==> src/rtl/product_acc_pkg.sv <==
// rtl/product_acc_pkg.sv - shared state encoding, default widths and saturation limits
// Build option: PRODUCT_ACCUMULATOR_SATURATE_EN selects clamping instead of wrapping.
package product_acc_pkg;

    typedef enum logic {
        ST_ACCUM = 1'b0,
        ST_HOLD  = 1'b1
    } state_t;

    localparam int DEFAULT_PROD_W = 64;
    localparam int DEFAULT_ACC_W  = 72;
    localparam int DEFAULT_CNT_W  = 8;

    // Saturation limits for the default accumulator width
    localparam logic [DEFAULT_ACC_W-1:0] ACC_MAX = {1'b0, {(DEFAULT_ACC_W-1){1'b1}}};
    localparam logic [DEFAULT_ACC_W-1:0] ACC_MIN = {1'b1, {(DEFAULT_ACC_W-1){1'b0}}};

endpackage

==> src/rtl/product_acc_add.sv <==
// rtl/product_acc_add.sv - combinational sign-extend, add, overflow detect, optional clamp
// Ports: acc (current accumulator), product (signed product), sum (next accumulator),
//        ovf (signed overflow of this add).
// Build option: PRODUCT_ACCUMULATOR_SATURATE_EN clamps sum on overflow.
module product_acc_add
    import product_acc_pkg::*;
#(
    parameter int PROD_W = DEFAULT_PROD_W,
    parameter int ACC_W  = DEFAULT_ACC_W
) (
    input  logic [ACC_W-1:0]  acc,
    input  logic [PROD_W-1:0] product,
    output logic [ACC_W-1:0]  sum,
    output logic              ovf
);

    logic [ACC_W-1:0] ext;
    logic [ACC_W-1:0] raw;

    generate
        if (ACC_W > PROD_W) begin : g_ext
            assign ext = {{(ACC_W-PROD_W){product[PROD_W-1]}}, product};
        end else begin : g_noext
            assign ext = product;
        end
    endgenerate

    assign raw = acc + ext;

    // Overflow only possible when both operands share a sign and the result flips it
    assign ovf = (acc[ACC_W-1] == ext[ACC_W-1]) && (raw[ACC_W-1] != acc[ACC_W-1]);

`ifdef PRODUCT_ACCUMULATOR_SATURATE_EN
    localparam logic [ACC_W-1:0] SAT_MAX = {1'b0, {(ACC_W-1){1'b1}}};
    localparam logic [ACC_W-1:0] SAT_MIN = {1'b1, {(ACC_W-1){1'b0}}};

    // On overflow the operand sign tells the direction: negative operands overflowed low
    always_comb begin
        sum = raw;
        if (ovf) begin
            sum = acc[ACC_W-1] ? SAT_MIN : SAT_MAX;
        end
    end
`else
    assign sum = raw;
`endif

endmodule

==> src/rtl/product_accumulator.sv <==
// rtl/product_accumulator.sv - batch accumulator of signed products with valid/ready handshakes
// Ports: clk, rst (sync active-high); in_valid/in_ready/in_product/in_last (product stream);
//        out_valid/out_ready/out_sum/out_count/out_ovf (batch result).
// Build option: PRODUCT_ACCUMULATOR_SATURATE_EN clamps the accumulator on overflow.
module product_accumulator
    import product_acc_pkg::*;
#(
    parameter int PROD_W = DEFAULT_PROD_W,
    parameter int ACC_W  = DEFAULT_ACC_W,
    parameter int CNT_W  = DEFAULT_CNT_W
) (
    input  logic              clk,
    input  logic              rst,
    input  logic              in_valid,
    output logic              in_ready,
    input  logic [PROD_W-1:0] in_product,
    input  logic              in_last,
    output logic              out_valid,
    input  logic              out_ready,
    output logic [ACC_W-1:0]  out_sum,
    output logic [CNT_W-1:0]  out_count,
    output logic              out_ovf
);

    state_t           state;
    state_t           state_nx;
    logic [ACC_W-1:0] acc;
    logic [CNT_W-1:0] count;
    logic             ovf;
    logic [ACC_W-1:0] add_sum;
    logic             add_ovf;
    logic             accept;
    logic             consume;

    product_acc_add #(
        .PROD_W (PROD_W),
        .ACC_W  (ACC_W)
    ) u_add (
        .acc     (acc),
        .product (in_product),
        .sum     (add_sum),
        .ovf     (add_ovf)
    );

    assign accept  = in_valid && in_ready;
    assign consume = out_valid && out_ready;

    always_ff @(posedge clk) begin
        if (rst) begin
            state <= ST_ACCUM;
        end else begin
            state <= state_nx;
        end
    end

    always_comb begin
        state_nx = state;
        case (state)
            ST_ACCUM: if (accept && in_last) state_nx = ST_HOLD;
            ST_HOLD:  if (out_ready)         state_nx = ST_ACCUM;
            default:                         state_nx = ST_ACCUM;
        endcase
    end

    // Handshake signals depend on state only, never combinationally on the inputs
    always_comb begin
        in_ready  = (state == ST_ACCUM);
        out_valid = (state == ST_HOLD);
        out_sum   = acc;
        out_count = count;
        out_ovf   = ovf;
    end

    always_ff @(posedge clk) begin
        if (rst || consume) begin
            acc   <= '0;
            count <= '0;
            ovf   <= 1'b0;
        end else if (accept) begin
            acc <= add_sum;
            ovf <= ovf | add_ovf;
            if (count != {CNT_W{1'b1}}) begin
                count <= count + CNT_W'(1);
            end
        end
    end

endmodule

==> config.mk <==
export PLATFORM = sky130hd
export DESIGN_NAME = product_accumulator
export DESIGN_NICKNAME = d
export VERILOG_FILES = /design/src/rtl/product_acc_pkg.sv /design/src/rtl/product_acc_add.sv /design/src/rtl/product_accumulator.sv
export SDC_FILE = /design/constraint.sdc
export NUM_CORES = 1
export LEC_CHECK = 0
export CELL_PAD_IN_SITES_DETAIL_PLACEMENT = 1
export CELL_PAD_IN_SITES_GLOBAL_PLACEMENT = 1
export CORE_MARGIN = 2
export CORE_UTILIZATION = 41
export CTS_CLUSTER_DIAMETER = 40
export DETAILED_ROUTE_END_ITERATION = 10
export PLACE_DENSITY_LB_ADDON = 0.12
export SYNTH_ARGS = -nofsm -noshare
export SYNTH_HDL_FRONTEND = slang
export SYNTH_HIERARCHICAL = 1
export SYNTH_SLANG_ARGS = --single-unit
==> constraint.sdc <==
create_clock -name clk -period 6.65 [get_ports clk]
set_input_delay 1.995 -clock clk [delete_from_list [all_inputs] [get_ports clk]]
set_output_delay 1.995 -clock clk [all_outputs]
set_load 0.03 [all_outputs]
; ---- Word level (Yosys, flattened, before mapping)
; Cells that the tools add are included.
[classes]
order_cmp = 0
multipliers = 0
mux = 3
n_bitwise = 2
eq_ne = 3
reduce_logical = 6
n_div = 0
add_sub_neg = 2
n_shift = 0
[op_table]
columns = op, count
row1 = adder 72 bit, 1
row2 = "adder 8 x 1 -> 8 bit, second input constant", 1
row3 = "!= test 8 bit, second input constant", 1
row4 = logical AND 1 bit, 4
row5 = 2-to-1 mux 1 bit, 2
row6 = one-hot mux 1 bit (2 select lines), 1
row7 = AND reduction 2 bit, 1
row8 = equality test 1 bit, 1
row9 = logical OR 1 bit, 1
row10 = != test 1 bit, 1
row11 = NOT 1 bit, 1
row12 = bitwise OR 1 bit, 1
[word_totals]
input_bits = 69
register_bits = 82
latchBits = 0
word_cells = 20
mem_bits_ro = 0
mem_count = 0
out_inout_bits = 83
ramBits = 0

; ---- Logic depth before layout (Yosys ltp)
[logic_depth]
ltp_word = 5
ltp_mapped = 13
mapped_depth_nobuf = 13

; ---- Modules after synthesis
; The synthesis kept the hierarchy.
[modules_own_cells]
columns = mod, cells_each, area_per_inst_um2, n_inst, seq_area_each_um2
row1 = product_acc_add, 680, 4595.7, 1, 0.0
row2 = product_accumulator, 370, 2960.3, 1, 1641.6

; ---- Worst setup path before layout
; OpenSTA, ideal clock, no wires.
[synth_path]
kind = input to register
from = in in_product[0]
to = reg acc[62] (netlist: out_sum[62])
path_slack_ps = 1712
t_required_ps = 6518
path_stages = 13
setup_ps = 132
arrival_time_ps = 4806
path_buffers = 0
path_cell_list = ha_1 -> fa_1 -> a21o_1 -> a221oi_4 -> nor4b_2 -> a211oi_2 -> o41ai_4 -> a31oi_4 -> nor3_4 -> or4_2 -> o211a_1 -> nand2_1 -> a21oi_1
[synth_via]
elab_chain_len = 1
[synth_lines]
columns = item, line
row1 = start: declaration, product_accumulator.sv:16  ; input logic [PROD_W-1:0] in_product,
row2 = adder 72 bit, product_acc_add.sv:28  ; assign raw = acc + ext;
row3 = net add_sum[62], product_accumulator.sv:30  ; logic [ACC_W-1:0] add_sum;
row4 = end signal: assignment, product_accumulator.sv:80  ; acc <= add_sum;
row5 = end: declaration, product_accumulator.sv:27  ; logic [ACC_W-1:0] acc;
; The timed path passes the listed nets, and every way through them passes these cells.
; A chain may end at the register's enable or synchronous reset.

; ---- Final worst setup path
[layout_path]
from = in in_product[1]
to = reg acc[65] (netlist: out_sum[65])
; Same word-level chain as after synthesis.

==> summary.txt <==
Clock tree
  – Post-cts gate resize count: 0
  – Setup bufs post-CTS: 0
  – Clk slew on worst S/H paths: 0.06 ns
  – Num Clock Sinks: 82
  – Root buf cell: clkbuf_16
  – Cts bufs inserted: 9
  – Post-CTS Hold Buffers: 0
  – CTS tree: done
  – # H-tree levels: 3
  – Deepest clock path buffer count: 2
  – Worst-Skew Late Latency: 0.35 ns

GRT
  – Global-route wire length before repair: 41900 um
  – Remaining Overflow, GRT: 0
  – Largest net degree at the start of global routing: 54
  – Initial antenna violation count: 0
  – Gr usage total: 25.7%
  – Vias in the first global route: 8183

Power and ir drop
  – Pwr Density: 229 nW/um2
  – Leakage: 3.88 nW
  – P_sw: 0.903 mW
  – Reg power frac: 27.4%
  – Sw Ratio: 41.7%
  – Clock power share: 24.6%
  – VDD IR max: 0.143 mV
  – Part of the power in combinational logic: 48.0%
  – Internal: 1.26 mW

Hold path
  – Hold_sp: out_sum[46]
  – Worst hold endpoint: out_sum[46]
  – Hold Path Stages: 2
  – HP Class: reg2reg

Flow run
  – Max-Cap Viols: 0

Cells and area
  – # fillers: 2339
  – Share of post-route cells with drive strength above 1: 3.84%
  – Number of diodes: 0
  – Area delta synth->final: 25.0%
  – Register area: 1640 um2
  – Final Instance Count excl. Fillers: 1401
  – Most common cell after layout, fill and taps aside: nand2_1
  – Area of the multi-input gates: 5590 um2
  – Final nets: 1309
  – Most frequent cells in the layout: nand2_1, a21oi_1, clkdlybuf4s50_1, dfxtp_1, ha_1

Synthesis
  – Yosys reg bits: 82
  – Unique masters post-synth: 77
  – Post-synthesis average cell area: 7.20 um2
  – Cell taking the most area after synthesis: dfxtp_1
  – Area share of the largest cell type after synthesis: 21.7%
  – Synth warnings: 6
  – Mapped Cells: 1050
  – Netlist Area Pre-Place: 7560 um2
  – Seq/Total Area, Yosys: 21.7%
  – Top post-synthesis cells by area: dfxtp_1, a21oi_1, ha_1
  – Number of synthesized flops with an enable pin: 0
  – Most used DFF post-synth: dfxtp_1
  – Syn nets: 1192
  – Post-synth ARST share: 0%

Timing
  – FMAX: 184 MHz
  – Setup violators final: 0
  – Slew HR: 24.5%
  – Final Skew: 0.00744 ns
  – Final Max Tran Viols: 0
  – Final hold vios: 0
  – Post-route minimum period: 5.44 ns
  – Setup tns final: 0 ns
  – RSZ-0062 raised after global routing: no
  – Worst hold margin: 0.479 ns
  – Worst Max-Slew Pin Slew: 1.13 ns
  – Worst setup margin: 1.21 ns
  – Final period utilization: 81.7%

Critical path
  – Crit. End Element: flip-flop
  – RR Startpoint: out_sum[1]
  – Buf+Inv Stages, Crit Path: 1
  – Critical Path Start Type: input pin
  – Critical path's slowest cell: o311ai_1
  – CP required: 6.83 ns
  – Crit path largest cell delay: 0.65 ns
  – Worst-path fanout max: 4
  – Crit path kind: in2reg
  – FF-to-FF path depth: 12
  – RR Endpoint: out_sum[65]
  – Crit path max-delay family: compound AO/OA/AOI/OAI gates
  – Crit-path cells: clkdlybuf4s50_1, ha_1, a211o_1, a21oi_1, a211o_1, o21ai_2, o311ai_1, a2111oi_2, a2bb2oi_1, nand2_1, o311a_1, nand2_1, a21oi_1
  – R2r setup slk: 2.95 ns
  – Arrival time at the worst endpoint: 5.62 ns

Placement
  – HPWL after detailed placement: 19500 um
  – Placer Congestion: 0.868
  – Cells after DPL: 1385
  – Post-Place Setup Slack: 0.914 ns
  – Number of buffer cells added on primary ports: 151

Drt
  – Antenna-violating nets left: 0
  – Residual DRC count: 0
  – Vias/cell: 5.85
  – Drt initial violations: 338
  – Routed WL per cell: 18.0 um
  – Routed WL: 25300 um
  – TritonRoute pass-1 iters: 5
  – Via count: 8199

Run status
  – Status: complete, no violations

Floorplan
  – Ports: 152
  – Die X: 140 um
  – Core Rows: 49
  – DIE AREA: 19500 um2
  – Starting density of the core: 41.9%
  – Placeable Area: 18000 um2
  – Die Height: 140 um
[power groups by stage]
| stage | registers, mW | logic, mW | clock network, mW |
|---|---|---|---|
| after floorplan | 0.697 | 0.617 | 0 |
| after global placement | 0.602 | 1.01 | 0 |
| after detailed placement | 0.604 | 1.03 | 0 |
| after CTS | 0.594 | 1.03 | 0.544 |
| after global routing | 0.602 | 1.14 | 0.563 |
| final | 0.593 | 1.04 | 0.532 |
[worst reg2reg max path: stages, from the launching register on]
cell and delay (ns):
dfxtp_1 0.41, ha_1 0.27, a211o_1 0.30, a21oi_1 0.34, a211o_1 0.24, o21ai_2 0.11, o311ai_1 0.65, a2111oi_2 0.21
a2bb2oi_1 0.36, nand2_1 0.17, o311a_1 0.36, nand2_1 0.06, a21oi_1 0.06
[Yosys cell counts (3+ instances only)]
cell type  count
or4_1          4
or2_2          4
and3_1        10
o211a_1        3
nor2b_1        7
nor4_1         4
o21ai_1        3
o21bai_1      17
nand2_1      217
o21a_1        11
o2111ai_1      3
a311oi_1       3
o21ai_0       49
buf_2         16
o31ai_1        4
dfxtp_1       82
mux2i_1        4
clkbuf_1      26
inv_1         24
xor2_1        23
nand2b_1      10
nor3_1        18
a221oi_1       3
buf_6          5
and4_1         4
a21boi_0       4
ha_1          72
xnor2_1       41
a31oi_1        9
and2_1         7
o221ai_1       3
a21o_1        29
nor2_1        53
a21oi_1      183
a2111oi_0      4
a211oi_1       4
nand3_1       15
or3_1          3
nand4_1       22
[registers in the layout, indices dropped and copies added (netlist names)]
name / count
out_valid: 1
out_ovf: 1
out_count: 8
out_sum: 72
[area by class of cell]
| class | instances | share of cell area [%] |
|---|---|---|
| multi-input cells | 895 | 59.2 |
| flip-flops and latches | 82 | 17.4 |
| repair buffers | 155 | 16.3 |
| well taps | 229 | 3.03 |
| clock buffers | 12 | 2.61 |
| inverters | 24 | 0.954 |
| clock inverters | 4 | 0.543 |
[worst max-delay path by stage]
stage	startpoint	end	depth (start not counted)
2_1_floorplan	in_product[0]	out_sum[62]	13
3_3_place_gp	in_product[1]	out_sum[65]	13
3_5_place_dp	in_product[0]	out_sum[62]	14
4_1_cts	in_product[0]	out_sum[62]	14
5_1_grt	in_product[1]	out_sum[65]	13
6_report	in_product[1]	out_sum[65]	13
[metal layers]
metal / GRT usage (%) / part of all wire, %
met3: 2.58 / 4.1
met4: 6.47 / 1.4
met2: 43.0 / 47
met1: 35.6 / 47
met5: 0 / 0
[cell families after synthesis]
kind of cell / share of synthesized area, %
flops: 21.7
xor+xnor: 7.42
compound gates: 30.0
simple gates: 23.3
fa+ha+maj: 12.2
buf+inv: 4.49
mux: 0.828
[through the flow]
stage	power [mW]	area [um2]	util [%]
6_report	2.16	9440	52.4
3_3_place_gp	1.61	9150	50.7
5_1_grt	2.30	9440	52.4
4_1_cts	2.17	9440	52.4
3_5_place_dp	1.63	9150	50.7
2_1_floorplan	1.31	7560	-
No activity file was read; power rests on OpenSTA's default activity.
